<file path="config.mk">
export PLATFORM = sky130hd
export DESIGN_NAME = ps2_key_decoder
export DESIGN_NICKNAME = d
export VERILOG_FILES = /design/src/rtl/ps2_pkg.sv /design/src/rtl/ps2_ascii_lut.sv /design/src/rtl/ps2_key_decoder.sv
export SDC_FILE = /design/constraint.sdc
export NUM_CORES = 1
export LEC_CHECK = 0
export BUFFER_PORTS_ARGS = -buffer_cell sky130_fd_sc_hd__buf_2
export CORE_MARGIN = 2
export CORE_UTILIZATION = 59
export CTS_CLUSTER_SIZE = 16
export DETAILED_ROUTE_END_ITERATION = 8
export GPL_TIMING_DRIVEN = 0
export HOLD_SLACK_MARGIN = 0.03
export PLACE_DENSITY = 0.89
export SYNTH_ARGS = -nofsm -noshare
export SYNTH_HDL_FRONTEND = slang
export SYNTH_SLANG_ARGS = --single-unit
</file>
<file path="constraint.sdc">
create_clock -name clk -period 3.01 [get_ports clk]
set_input_delay 0.602 -clock clk [delete_from_list [all_inputs] [get_ports clk]]
set_output_delay 0.602 -clock clk [all_outputs]
set_load 0.02 [all_outputs]
</file>
<file path="src/rtl/ps2_pkg.sv">
// ps2_pkg: shared Set-2 scancode constants, decoder FSM states and ASCII case offset.
package ps2_pkg;
  localparam logic [7:0] SC_BREAK  = 8'hF0;
  localparam logic [7:0] SC_EXT    = 8'hE0;
  localparam logic [7:0] SC_LSHIFT = 8'h12;
  localparam logic [7:0] SC_RSHIFT = 8'h59;
  localparam logic [7:0] SC_CAPS   = 8'h58;
  localparam logic [7:0] CASE_OFS  = 8'h20;
  typedef enum logic [1:0] {IDLE, BRK, EXT, EXT_BRK} state_t;
  function automatic logic is_shift(input logic [7:0] c);
    return c == SC_LSHIFT || c == SC_RSHIFT;
  endfunction
endpackage

</file>
<file path="src/rtl/ps2_ascii_lut.sv">
// ps2_ascii_lut: maps Set-2 make codes of letters and digits to uppercase ASCII.
module ps2_ascii_lut (
  input  logic [7:0] code,
  output logic       hit,
  output logic       is_letter,
  output logic [7:0] upper
);
  always_comb begin
    upper = 8'h00;
    case (code)
      8'h1C: upper = 8'h41;
      8'h32: upper = 8'h42;
      8'h21: upper = 8'h43;
      8'h23: upper = 8'h44;
      8'h24: upper = 8'h45;
      8'h2B: upper = 8'h46;
      8'h34: upper = 8'h47;
      8'h33: upper = 8'h48;
      8'h43: upper = 8'h49;
      8'h3B: upper = 8'h4A;
      8'h42: upper = 8'h4B;
      8'h4B: upper = 8'h4C;
      8'h3A: upper = 8'h4D;
      8'h31: upper = 8'h4E;
      8'h44: upper = 8'h4F;
      8'h4D: upper = 8'h50;
      8'h15: upper = 8'h51;
      8'h2D: upper = 8'h52;
      8'h1B: upper = 8'h53;
      8'h2C: upper = 8'h54;
      8'h3C: upper = 8'h55;
      8'h2A: upper = 8'h56;
      8'h1D: upper = 8'h57;
      8'h22: upper = 8'h58;
      8'h35: upper = 8'h59;
      8'h1A: upper = 8'h5A;
      8'h45: upper = 8'h30;
      8'h16: upper = 8'h31;
      8'h1E: upper = 8'h32;
      8'h26: upper = 8'h33;
      8'h25: upper = 8'h34;
      8'h2E: upper = 8'h35;
      8'h36: upper = 8'h36;
      8'h3D: upper = 8'h37;
      8'h3E: upper = 8'h38;
      8'h46: upper = 8'h39;
      default: upper = 8'h00;
    endcase
  end
  // letters live in 0x41-0x5A, digits in 0x30-0x39: bit 6 separates them
  assign hit = upper != 8'h00;
  assign is_letter = upper[6];
endmodule

</file>
<file path="src/rtl/ps2_key_decoder.sv">
// ps2_key_decoder: Set-2 scancode decoder tracking prefixes, Shift/Caps and the held key,
// emitting ASCII press events through a show-ahead FIFO with valid/ready.
module ps2_key_decoder
  import ps2_pkg::*;
#(
  parameter int FIFO_DEPTH    = 4,
  parameter int CASE_MODE     = 1,
  parameter int REPEAT_FILTER = 1,
  parameter int CNT_W         = 8
) (
  input  logic             clk,
  input  logic             clrn,
  input  logic             scan_valid,
  input  logic [7:0]       scan_data,
  output logic             out_valid,
  input  logic             out_ready,
  output logic [7:0]       out_ascii,
  output logic             key_held,
  output logic [7:0]       held_ascii,
  output logic             caps_on,
  output logic             shift_on,
  output logic [CNT_W-1:0] press_cnt,
  output logic             overflow
);
  localparam int AW = $clog2(FIFO_DEPTH);
  state_t state, state_nx;
  logic hit, is_letter, is_make, is_brk, press, pop, full, do_write, caps_down;
  logic [7:0] upper, ascii, held_code;
  logic [7:0] mem [FIFO_DEPTH];
  logic [AW-1:0] wr_ptr, rd_ptr;
  logic [AW:0] count;
  ps2_ascii_lut u_lut (.code(scan_data), .hit(hit), .is_letter(is_letter), .upper(upper));
  always_comb begin
    state_nx = !scan_valid ? state :
               state == IDLE ? (scan_data == SC_BREAK ? BRK : scan_data == SC_EXT ? EXT : IDLE) :
               (state == EXT && scan_data == SC_BREAK) ? EXT_BRK : IDLE;
  end
  assign is_make = scan_valid && state == IDLE && scan_data != SC_BREAK && scan_data != SC_EXT;
  assign is_brk = scan_valid && state == BRK;
  assign press = is_make && hit && !(REPEAT_FILTER != 0 && scan_data == held_code);
  // case comes from the registered shift/caps, i.e. the state before this byte
  assign ascii = upper + ((is_letter && CASE_MODE != 0 && !(shift_on ^ caps_on)) ? CASE_OFS : 8'h00);
  assign out_valid = count != '0;
  assign out_ascii = out_valid ? mem[rd_ptr] : 8'h00;
  assign pop = out_valid && out_ready;
  assign full = count == (AW+1)'(FIFO_DEPTH);
  assign do_write = press && (!full || pop);
  always_ff @(posedge clk) begin
    if (do_write) mem[wr_ptr] <= ascii;
  end
  always_ff @(posedge clk or negedge clrn) begin
    if (!clrn) begin
      state <= IDLE;
      wr_ptr <= '0;
      rd_ptr <= '0;
      count <= '0;
      overflow <= 1'b0;
      press_cnt <= '0;
      shift_on <= 1'b0;
      caps_on <= 1'b0;
      caps_down <= 1'b0;
      key_held <= 1'b0;
      held_ascii <= 8'h00;
      held_code <= 8'h00;
    end else begin
      state <= state_nx;
      wr_ptr <= wr_ptr + AW'(do_write);
      rd_ptr <= rd_ptr + AW'(pop);
      count <= count + (AW+1)'(do_write) - (AW+1)'(pop);
      if (press && !do_write) overflow <= 1'b1;
      if (press) begin
        press_cnt <= press_cnt + CNT_W'(1);
        held_code <= scan_data;
        held_ascii <= ascii;
        key_held <= 1'b1;
      end
      if (is_make && is_shift(scan_data)) shift_on <= 1'b1;
      if (is_brk && is_shift(scan_data)) shift_on <= 1'b0;
      if (is_make && scan_data == SC_CAPS) begin
        caps_down <= 1'b1;
        if (!caps_down) caps_on <= !caps_on;
      end
      if (is_brk && scan_data == SC_CAPS) caps_down <= 1'b0;
      if (is_brk && scan_data == held_code) begin
        key_held <= 1'b0;
        held_ascii <= 8'h00;
        held_code <= 8'h00;
      end
    end
  end
endmodule

</file>
After elaboration in Yosys (flattened, before gate mapping)
Memory sizes are Yosys's and may differ from the RTL's.
Cells that the tools add are included.
{"block": "word_totals", "in_bits": 12, "rom_bits": 896, "out_inout_bits": 29, "latchBits": 0, "register_bits": 38, "mem_bits_rw": 32, "wordCells": 82, "memories": 2}
{"block": "op_classes", "div": 0, "mul": 0, "bitwise": 2, "mux": 19, "shift": 0, "reduce_logical": 30, "magnitude_cmp": 0, "add_sub_neg": 6, "eq_ne": 11}
{"memory": "(name not given)", "depth": 128, "word_bits": 7, "rd": 1, "rd_clocked_by_memory_dff": 0, "wr": 0, "line_no": "ps2_ascii_lut.sv:10", "text": "case (code)"}
{"memory": "mem", "depth": 4, "word_bits": 8, "rd": 1, "rd_clocked_by_memory_dff": 0, "wr": 1, "line_no": "ps2_key_decoder.sv:29", "text": "logic [7:0] mem [FIFO_DEPTH];"}
{"operator": "two-way mux 8 bit", "count": 6}
{"operator": "== test 8 x 7 -> 1 bit (second input constant)", "count": 2}
{"operator": "== test 8 bit (second input constant)", "count": 2}
{"operator": "logical AND 1 bit", "count": 16}
{"operator": "!= test 8 bit (second input constant)", "count": 2}
{"operator": "adder 8 x 1 -> 8 bit (second input constant)", "count": 1}
{"operator": "adder 8 x 6 -> 8 bit", "count": 1}
{"operator": "== test 8 x 5 -> 1 bit (second input constant)", "count": 1}
{"operator": "== test 8 bit", "count": 1}
{"operator": "two-way mux 1 bit", "count": 8}
{"operator": "two-way mux 2 bit", "count": 4}
{"operator": "nonzero test 8 bit", "count": 1}
{"operator": "two-way mux 6 bit", "count": 1}
{"operator": "nonzero test 2 bit", "count": 3}
{"operator": "zero test 1 bit", "count": 5}
{"operator": "adder 2 x 1 -> 2 bit", "count": 2}
{"operator": "adder 3 x 1 -> 3 bit", "count": 1}
{"operator": "== test 3 bit (second input constant)", "count": 1}
{"operator": "nonzero test 3 bit", "count": 1}
{"operator": "subtractor 3 x 1 -> 3 bit", "count": 1}
{"operator": "== test 2 x 1 -> 1 bit (second input constant)", "count": 1}
{"operator": "== test 2 bit (second input constant)", "count": 1}
{"operator": "zero test 2 bit", "count": 1}
{"operator": "logical OR 1 bit", "count": 2}
{"operator": "other kinds (3)", "count": 3}

Logic depth before layout (Yosys ltp)
Gate-level depths: netlist (run 1).
{"block": "depth", "word_depth": 9, "mapped_depth": 16, "depth_no_buf": 14}

Cells and area by module
Synthesis (run 1) repeated with hierarchy kept, for this count alone.
{"block": "hier_totals", "cells_unflattened": 377, "hier_area_um2": 4164.0}
{"mod": "ps2_key_decoder", "cells_each": 240, "n_inst": 1, "area_per_inst_um2": 3229.3, "seq_area_each_um2": 1911.8}
{"mod": "ps2_ascii_lut", "cells_each": 137, "n_inst": 1, "area_per_inst_um2": 934.6, "seq_area_each_um2": 0.0}

Worst setup path before layout (run 1)
No wires, ideal clock.
{"block": "synth_timing", "path_type": "input to register", "start": "in scan_data[1]", "end": "mem mem[1][0] (enable)", "setup_ps": 385, "path_stages": 11, "n_path_buf": 2, "arrival_ps": 3188, "required_time_ps": 2625, "setup_slack_ps": -563, "cell_sequence": "buf_2 -> inv_1 -> ha_1 -> clkbuf_1 -> mux2i_1 -> o221a_1 -> a2111oi_2 -> a31oi_2 -> nand4_4 -> o211ai_2 -> nor3b_1"}
{"block": "synth_between", "elab_chain_len": 8, "word_cells_on_any_way": 14, "cone_classes": "eq/ne (3); mux (3); reduce/logical (7); memory (1)"}
{"item": "from (decl)", "line_no": "ps2_key_decoder.sv:14", "text": "input logic [7:0] scan_data,"}
{"item": "memory read (128 x 7 bit) / != test 8 bit (equally long branches)"}
{"item": "two-way mux 8 bit / logical AND 1 bit (equally long branches)", "line_no": "ps2_ascii_lut.sv:10, ps2_key_decoder.sv:38"}
{"item": "nonzero test 8 bit / logical AND 1 bit (equally long branches)", "line_no": "ps2_ascii_lut.sv:51, ps2_key_decoder.sv:38"}
{"item": "logical AND 1 bit", "line_no": "ps2_key_decoder.sv:40", "text": "assign press = is_make && hit && !(REPEAT_FILTER != 0 && scan_data == held_code);"}
{"item": "logical AND 1 bit (*)", "line_no": "ps2_key_decoder.sv:40"}
{"item": "logical AND 1 bit (*)", "line_no": "ps2_key_decoder.sv:47", "text": "assign do_write = press && (!full || pop);"}
{"item": "two-way mux 1 bit (*)", "line_no": "ps2_key_decoder.sv:49", "text": "if (do_write) mem[wr_ptr] <= ascii;"}
{"item": "two-way mux 1 bit (not written as such) (*)", "line_no": "ps2_key_decoder.sv:49"}
{"item": "to (decl)", "line_no": "ps2_key_decoder.sv:29"}
Every way passes the cells marked *; elsewhere a longest branch is shown, timed or not.

Worst setup path after layout (run 1)
Same ends and word-level chain as after synthesis.

==> key figures, run 1 <==
Route
  – Drt drc: 0
  – Wire per inst: 18.7 um
  – Via count: 3140
  – Initial DRC count: 230
  – DR vias/cell: 6.34
  – Drt total wl: 9250 um
  – Remaining antenna violation count after routing: 0
  – Detailed Routing Iterations Pass 1: 4

Critical path
  – CP cell instances: buf_8, buf_12, inv_8, ha_4, nor2b_2, o21ai_2, a2111oi_4, a31oi_4, nand4_4, o211ai_4, nor3b_2
  – Reg2reg end: mem[1][0]
  – Crit Path Max Fanout: 9
  – Setup Crit Path Kind: input pin to flip-flop
  – CP max stage cell: nor3b_2
  – Req. time, crit path: 2.99 ns
  – Critical Path End Type: flip-flop
  – R2R depth: 7
  – CP Data Arrival Time: 2.92 ns
  – Slowest stage delay, CP: 0.65 ns
  – Worst r2r src: state[1]
  – R2r setup slk: 0.49 ns
  – Crit start category: input pin

Clocking
  – Hold buffer count at cts: 0
  – CTS tree: built
  – Root Driver: clkbuf_8
  – Max Root-Sink Buffers: 2
  – Sink Count: 70
  – Total CTS buffers: 9
  – Worst skew pair latency: 0.35 ns
  – CTS HTree Levels: 3
  – Worst-path clk slew: 0.08 ns

Run status
  – Status: finished, final reports clean

Floorplanning
  – Starting Density: 60.6%
  – Core area: 0.00676 mm^2
  – Die width: 87.3 um
  – Io pins: 41
  – Die Y: 87.3 um
  – Die area: 0.00762 mm^2
  – FP Rows: 30

Pwr
  – Comb power frac: 37.5%
  – Sw power: 1.21 mW
  – Flop pwr share: 40.3%
  – Switching Fraction: 36.0%
  – Leakage: 2.08 nW
  – Peak VDD IR: 498 uV
  – Pwr per Cell Area: 698 mW/mm^2
  – Int Pwr: 2.15 mW
  – Clock Power Share: 22.1%

Timing
  – RSZ-0062 raised after global routing: yes
  – Final Hold Fails: 0
  – Endpoints failing setup: 0
  – Clock Skew: 0.0120 ns
  – FMAX: 340 MHz
  – Slew Limit Fails: 0
  – Worst Tran Pin Value: 0.815 ns
  – Slew headroom: 45.7%
  – Worst Hold Slack: 0.336 ns
  – Period minus WS final: 2.94 ns
  – Crit share post-route: 97.8%

Cells and area
  – Share of layout cells above drive strength 1: 31.8%
  – # fillers: 447
  – Layout Utilization: 71.2%
  – Layout Area Growth over Synthesis: 17.5%
  – Cell Count, Final, Fillers Out: 495
  – ANT cells: 0
  – Multi-input logic area: 0.00211 mm^2
  – Final #Nets: 437
  – FF/Latch Area: 0.00191 mm^2

Synth
  – Post-synth EDFFs: 32
  – Avg Inst Size Synth: 11.6 um^2
  – Netlist Area Pre-Place: 0.00409 mm^2
  – Syn Nets: 381
  – Seq/Total Area, Yosys: 46.7%
  – Post-synth ARST share: 54.3%
  – Ys flop type: dfrtp_1
  – Flops & latches, synth: 70
  – Most numerous cell in the Yosys netlist: dfrtp_1
  – Top post-synthesis cells by area: edfxtp_1 (23%), dfrtp_1 (23%), mux4_2 (5.0%)
  – Post-synth top area share: 23.5%
  – Count of cell types in the netlist: 72
  – Synth Warn #: 0
  – Synth area leader: edfxtp_1
  – Synth cell count leaders: dfrtp_1 (38), edfxtp_1 (32), nand2_1 (29), inv_1 (16), nor2b_1 (16)
  – Syn Inst Count: 354

Placed design
  – Port bufs: 36
  – Post-Place Cells: 470
  – Gpl congestion: 0.929
  – DP HPWL: 6450 um

GRT
  – Largest net degree at the start of global routing: 39
  – Initial antenna violation count: 0
  – Grt total ovfl: 0
  – Vias in the first global route: 3064
  – First-pass GRT wire length: 15200 um
  – Overall routing resource usage: 26.0%

Hold path
  – Worst Hold Class: input pin to asynchronous set/reset pin

Job
  – Max-cap violations: 0
-- what timing repair did --
item	CTS	global route
buffers inserted	5	5
endpoints found under the hold margin	0	0
setup endpoints to repair	35	34
gates resized for setup	14	6
gates cloned	0	0
pin swaps	4	8
-- cell usage in the layout, fill, tap and decap left out, types with 3 or more instances in the layout --
cell type	instances
buf_2	45
dfrtp_1	38
edfxtp_1	32
nand2_1	29
nor2b_1	15
nor2_1	14
inv_1	12
buf_4	12
xor2_1	12
mux2i_1	11
and3_1	10
ha_1	10
o21ai_1	9
mux4_2	9
clkbuf_8	9
a21oi_1	8
xnor2_1	8
o21ai_0	7
a221o_1	6
buf_6	5
clkbuf_1	5
a32o_1	5
inv_2	4
and2_1	4
nor3_1	4
a21o_1	4
o211ai_2	4
o22ai_1	3
o2111ai_1	3
nand3_1	3
ha_4	3
-- power groups by stage --
stage               registers, mW  logic (mW)  clock network, mW
global route                 1.38        1.38              0.799
detailed placement           1.36        1.23                  0
CTS                          1.35        1.26              0.753
finish                       1.35        1.26              0.743
floorplan                    1.42       0.830                  0
global placement             1.35        1.18                  0
-- logic make-up (layout without fill, tap and decap cells) --
logic type	Yosys count	count (layout)	share of synthesized area, %
adder cells (fa/ha/maj)	15	15	4.77
flip-flops	70	70	46.7
buffers and inverters	41	102	4.89
AND/OR/NAND/NOR	107	107	15.3
multiplexers	23	23	8.56
XOR/XNOR	21	21	4.49
AO/OA/AOI/OAI	77	77	15.3
-- layout make-up --
type	instances	area share, %
clock inverters	7	1.51
clock buffers	9	2.57
plain buffers	23	3.20
multi-input cells	243	43.8
flip-flops and latches	70	39.7
well taps	80	2.08
repair buffers	46	5.64
inverters	17	1.48
-- metrics by stage --
stage	cell area (um^2)	total power [mW]	worst slack, ns	TNS [ns]
global route	4810	3.56	-0.0252	-0.215
detailed placement	4470	2.59	-0.693	-25.53
global placement	4470	2.53	-0.641	-22.65
floorplan	4190	2.25	-0.147	-0.220
finish	4810	3.36	0.0654	0
CTS	4770	3.36	0.000686	0
-- state kept, by name, summed over array words and instances (netlist names) --
signal / count
caps_down: 1
caps_on: 1
count: 3
held_ascii: 8
held_code: 8
key_held: 1
mem: 32
overflow: 1
press_cnt: 8
rd_ptr: 2
shift_on: 1
state: 2
wr_ptr: 2
-- worst max-delay path: cells and delay by family --
| kind | cells | cell delay, ns |
|---|---|---|
| adders and majority gates | 1 | 0.30 |
| and+or+nand+nor | 3 | 1.01 |
| buffers and inverters | 3 | 0.26 |
| AOI/OAI and AO/OA | 4 | 0.73 |
-- worst max-delay path by stage --
stage	startpoint	endpoint	slack (ns)	depth (start not counted)
final	scan_data[1]	mem[1][0]	0.07	11
after detailed placement	scan_data[0]	mem[1][1]	-0.69	10
after floorplan	scan_data[1]	count[2]	-0.15	16
after CTS	scan_data[1]	count[2]	0.0007	17
after global placement	scan_data[1]	mem[1][1]	-0.64	12
after global routing	scan_data[1]	mem[1][4]	-0.03	11
-- layer usage --
metal / vias up / track usage [%] / wire length, um
li1: 1441 / - / -
met1: 1564 / 34.5 / 3880
met2: 113 / 42.1 / 4700
met3: 22 / 5.59 / 482
met4: 0 / 9.37 / 187
met5: - / 0 / 0
(Power assumes the default switching activity.)
==> run 2: changes to the inputs <==
- ABC_AREA: default -> 1
==> run 2 against run 1 <==
Net effect:
- routed wire length increased by 3.7%
- critical path type unchanged
- area after synthesis decreased by 4.2%
- hold slack improved by 0.023 ns
==> key figures, run 2 <==
Run status
  – Status: finished, final reports clean

Floorplanning
  – Die width: 85.5 um
  – Io pins: 41
  – Die Y: 85.5 um
  – Die area: 0.00732 mm^2
  – Core area: 0.00639 mm^2
  – Starting Density: 61.4%
  – FP Rows: 29

Route
  – DR top layer: met4
  – Initial DRC count: 258
  – Remaining antenna violation count after routing: 0
  – Detailed Routing Iterations Pass 1: 5
  – Metal2 WL: 4940 um
  – Drt total wl: 9580 um
  – Wire per inst: 15.7 um
  – Met3 wire length: 664 um
  – DR vias/cell: 5.78
  – Via count: 3523
  – Met1 WL: 3850 um
  – Drt drc: 0

Critical path
  – Crit Path Max Fanout: 8
  – Critical Path End Type: flip-flop
  – Reg2reg end: count[2]
  – R2r setup slk: 0.63 ns
  – CP Data Arrival Time: 3.15 ns
  – Slowest stage delay, CP: 0.40 ns
  – CP max stage cell: fa_1
  – CP cell instances: buf_2, inv_2, ha_1, nand2_2, nand3_1, nand2_1, nand2_1, a21oi_1, nand2_1, nor2_1, nand3_2, nand3_4, inv_1, ha_1, inv_1, fa_1, inv_1
  – Req. time, crit path: 3.29 ns
  – Worst r2r src: state[0]
  – R2R depth: 9
  – Crit start category: input pin
  – Setup Crit Path Kind: input pin to flip-flop

Cells and area
  – ANT cells: 0
  – Share of layout cells above drive strength 1: 18.2%
  – Final #Nets: 555
  – Largest Register: mem
  – Layout Area Growth over Synthesis: 15.3%
  – Most frequent cells in the layout: nand2_1 (114), nand3_1 (68), nor2_1 (62)
  – Max reg flops: 32
  – Commonest non-fill, non-tap cell in the layout: nand2_1

Clocking
  – Root Driver: clkbuf_8
  – Worst-path clk slew: 0.08 ns
  – Worst skew pair latency: 0.34 ns
  – Total CTS buffers: 9
  – Hold buffer count at cts: 0
  – CTS tree: built
  – Sink Count: 70
  – Max Root-Sink Buffers: 2
  – CTS HTree Levels: 3

GRT
  – Vias in the first global route: 3263
  – Largest net degree at the start of global routing: 39
  – Overall routing resource usage: 27.3%
  – Initial antenna violation count: 0
  – First-pass GRT wire length: 15600 um
  – Grt total ovfl: 0

Synth
  – Flops & latches, synth: 70
  – Ys flop type: dfrtp_1
  – Synth Warn #: 0
  – Netlist Area Pre-Place: 0.00392 mm^2
  – Count of cell types in the netlist: 38
  – Combinational family with the most area after synthesis: simple AND/OR/NAND/NOR gates
  – Top post-synthesis cells by area: edfxtp_1 (24%), dfrtp_1 (24%), nand2_1 (11%)
  – Post-synth ARST share: 54.3%
  – Post-synth EDFFs: 32
  – Syn Nets: 501
  – Syn Inst Count: 474
  – Compound-Gate Fraction of Synth Area: 6.22%
  – Seq/Total Area, Yosys: 48.7%
  – Post-synthesis xor/xnor area fraction: 4.02%
  – Mux share of post-synthesis cell area: 0%
  – Most numerous cell in the Yosys netlist: nand2_1
  – Simple-gate share of the synthesized area: 29.8%
  – Synth area leader: edfxtp_1
  – Post-synth top area share: 24.5%
  – Post-synthesis adder-cell area fraction: 4.98%
  – Avg Inst Size Synth: 8.28 um^2
  – Synth cell count leaders: nand2_1 (116), nand3_1 (69), nor2_1 (65), dfrtp_1 (38), edfxtp_1 (32)

Timing
  – Slew Limit Fails: 0
  – Fin Setup TNS: 0 ns
  – FMAX: 349 MHz
  – Period minus WS final: 2.87 ns
  – Worst Tran Pin Value: 0.836 ns
  – Slew headroom: 44.3%
  – Crit share post-route: 95.3%
  – Final Hold Fails: 0
  – Endpoints failing setup: 0
  – Clock Skew: 0.00990 ns

Pwr
  – Pwr per Cell Area: 729 mW/mm^2
  – Peak VDD IR: 721 uV
  – Pwr Total: 3.30 mW
  – Leakage: 2.17 nW

Placed design
  – Port bufs: 37
  – Gpl congestion: 0.944
  – DP HPWL: 6960 um

Hold path
  – Worst Hold Class: input pin to asynchronous set/reset pin

Job
  – Max-cap violations: 0
-- run 2: routing by layer --
| metal | global-route usage [%] | vias up |
|---|---|---|
| met4 | 8.51 | 0 |
| met3 | 4.81 | 16 |
| met1 | 34.9 | 1674 |
| met5 | 0 | - |
| li1 | - | 1666 |
| met2 | 47.7 | 167 |
-- run 2: how the worst max path moves through the flow --
stage / start / endpoint / slack (ns) / depth (start not counted)
6_report: scan_data[1] / count[1] / 0.14 / 17
4_1_cts: scan_data[0] / mem[2][2] / 0.004 / 13
5_1_grt: scan_data[1] / count[2] / -0.0009 / 17
3_5_place_dp: scan_data[0] / mem[1][0] / -0.71 / 13
2_1_floorplan: scan_data[0] / count[2] / 0.19 / 16
3_3_place_gp: scan_data[0] / mem[3][4] / -0.52 / 13
-- run 2: cell families (layout without fill, tap and decap cells) --
group,count (synthesis),count (layout)
and+or+nand+nor,271,271
DFF,70,70
xor gates and xnor gates,18,18
AOI/OAI and AO/OA,44,44
buffers and inverters,56,115
adders and majority gates,15,15
-- run 2: critical path, delay by kind of cell --
kind                       cells  cell delay, ns
buffers and inverters          5            0.52
adders and majority gates      3            0.87
and+or+nand+nor                8            0.92
AOI/OAI and AO/OA              1            0.25
-- run 2: metrics by stage --
stage | util [%] | area, um^2 | worst slack, ns | hold WS [ns] | std cells
2_1_floorplan | - | 3920 | 0.187 | 0.306 | 474
6_report | 70.8 | 4520 | 0.141 | 0.359 | 610
3_5_place_dp | 65.8 | 4200 | -0.709 | 0.454 | 588
3_3_place_gp | 65.8 | 4200 | -0.523 | 0.454 | 588
5_1_grt | 70.8 | 4520 | -0.000894 | 0.432 | 610
4_1_cts | 69.7 | 4450 | 0.00382 | 0.379 | 604
-- run 2: area by class of cell --
cell class | instances | area, um^2
Buffer | 18 | 104
Tap cell | 77 | 96.3
Multi-Input combinational cell | 348 | 1830
Clock buffer | 12 | 178
Timing Repair Buffer | 43 | 230
Clock inverter | 4 | 33.8
Inverter | 38 | 143
Sequential cell | 70 | 1910
Fill cell | 491 | 1860
-- run 2: power by group --
part	switching [mW]	leakage, nW	internal, mW
clock network	0.370	0.104	0.407
registers	0.126	0.778	1.17
logic	0.794	1.29	0.424
total	1.29	2.17	2.01
-- run 2: timing repair --
item,CTS,global route
gates resized for setup,8,6
setup endpoints to repair,34,34
setup buffers,0,6
pin swaps,0,3
endpoints found under the hold margin,0,0
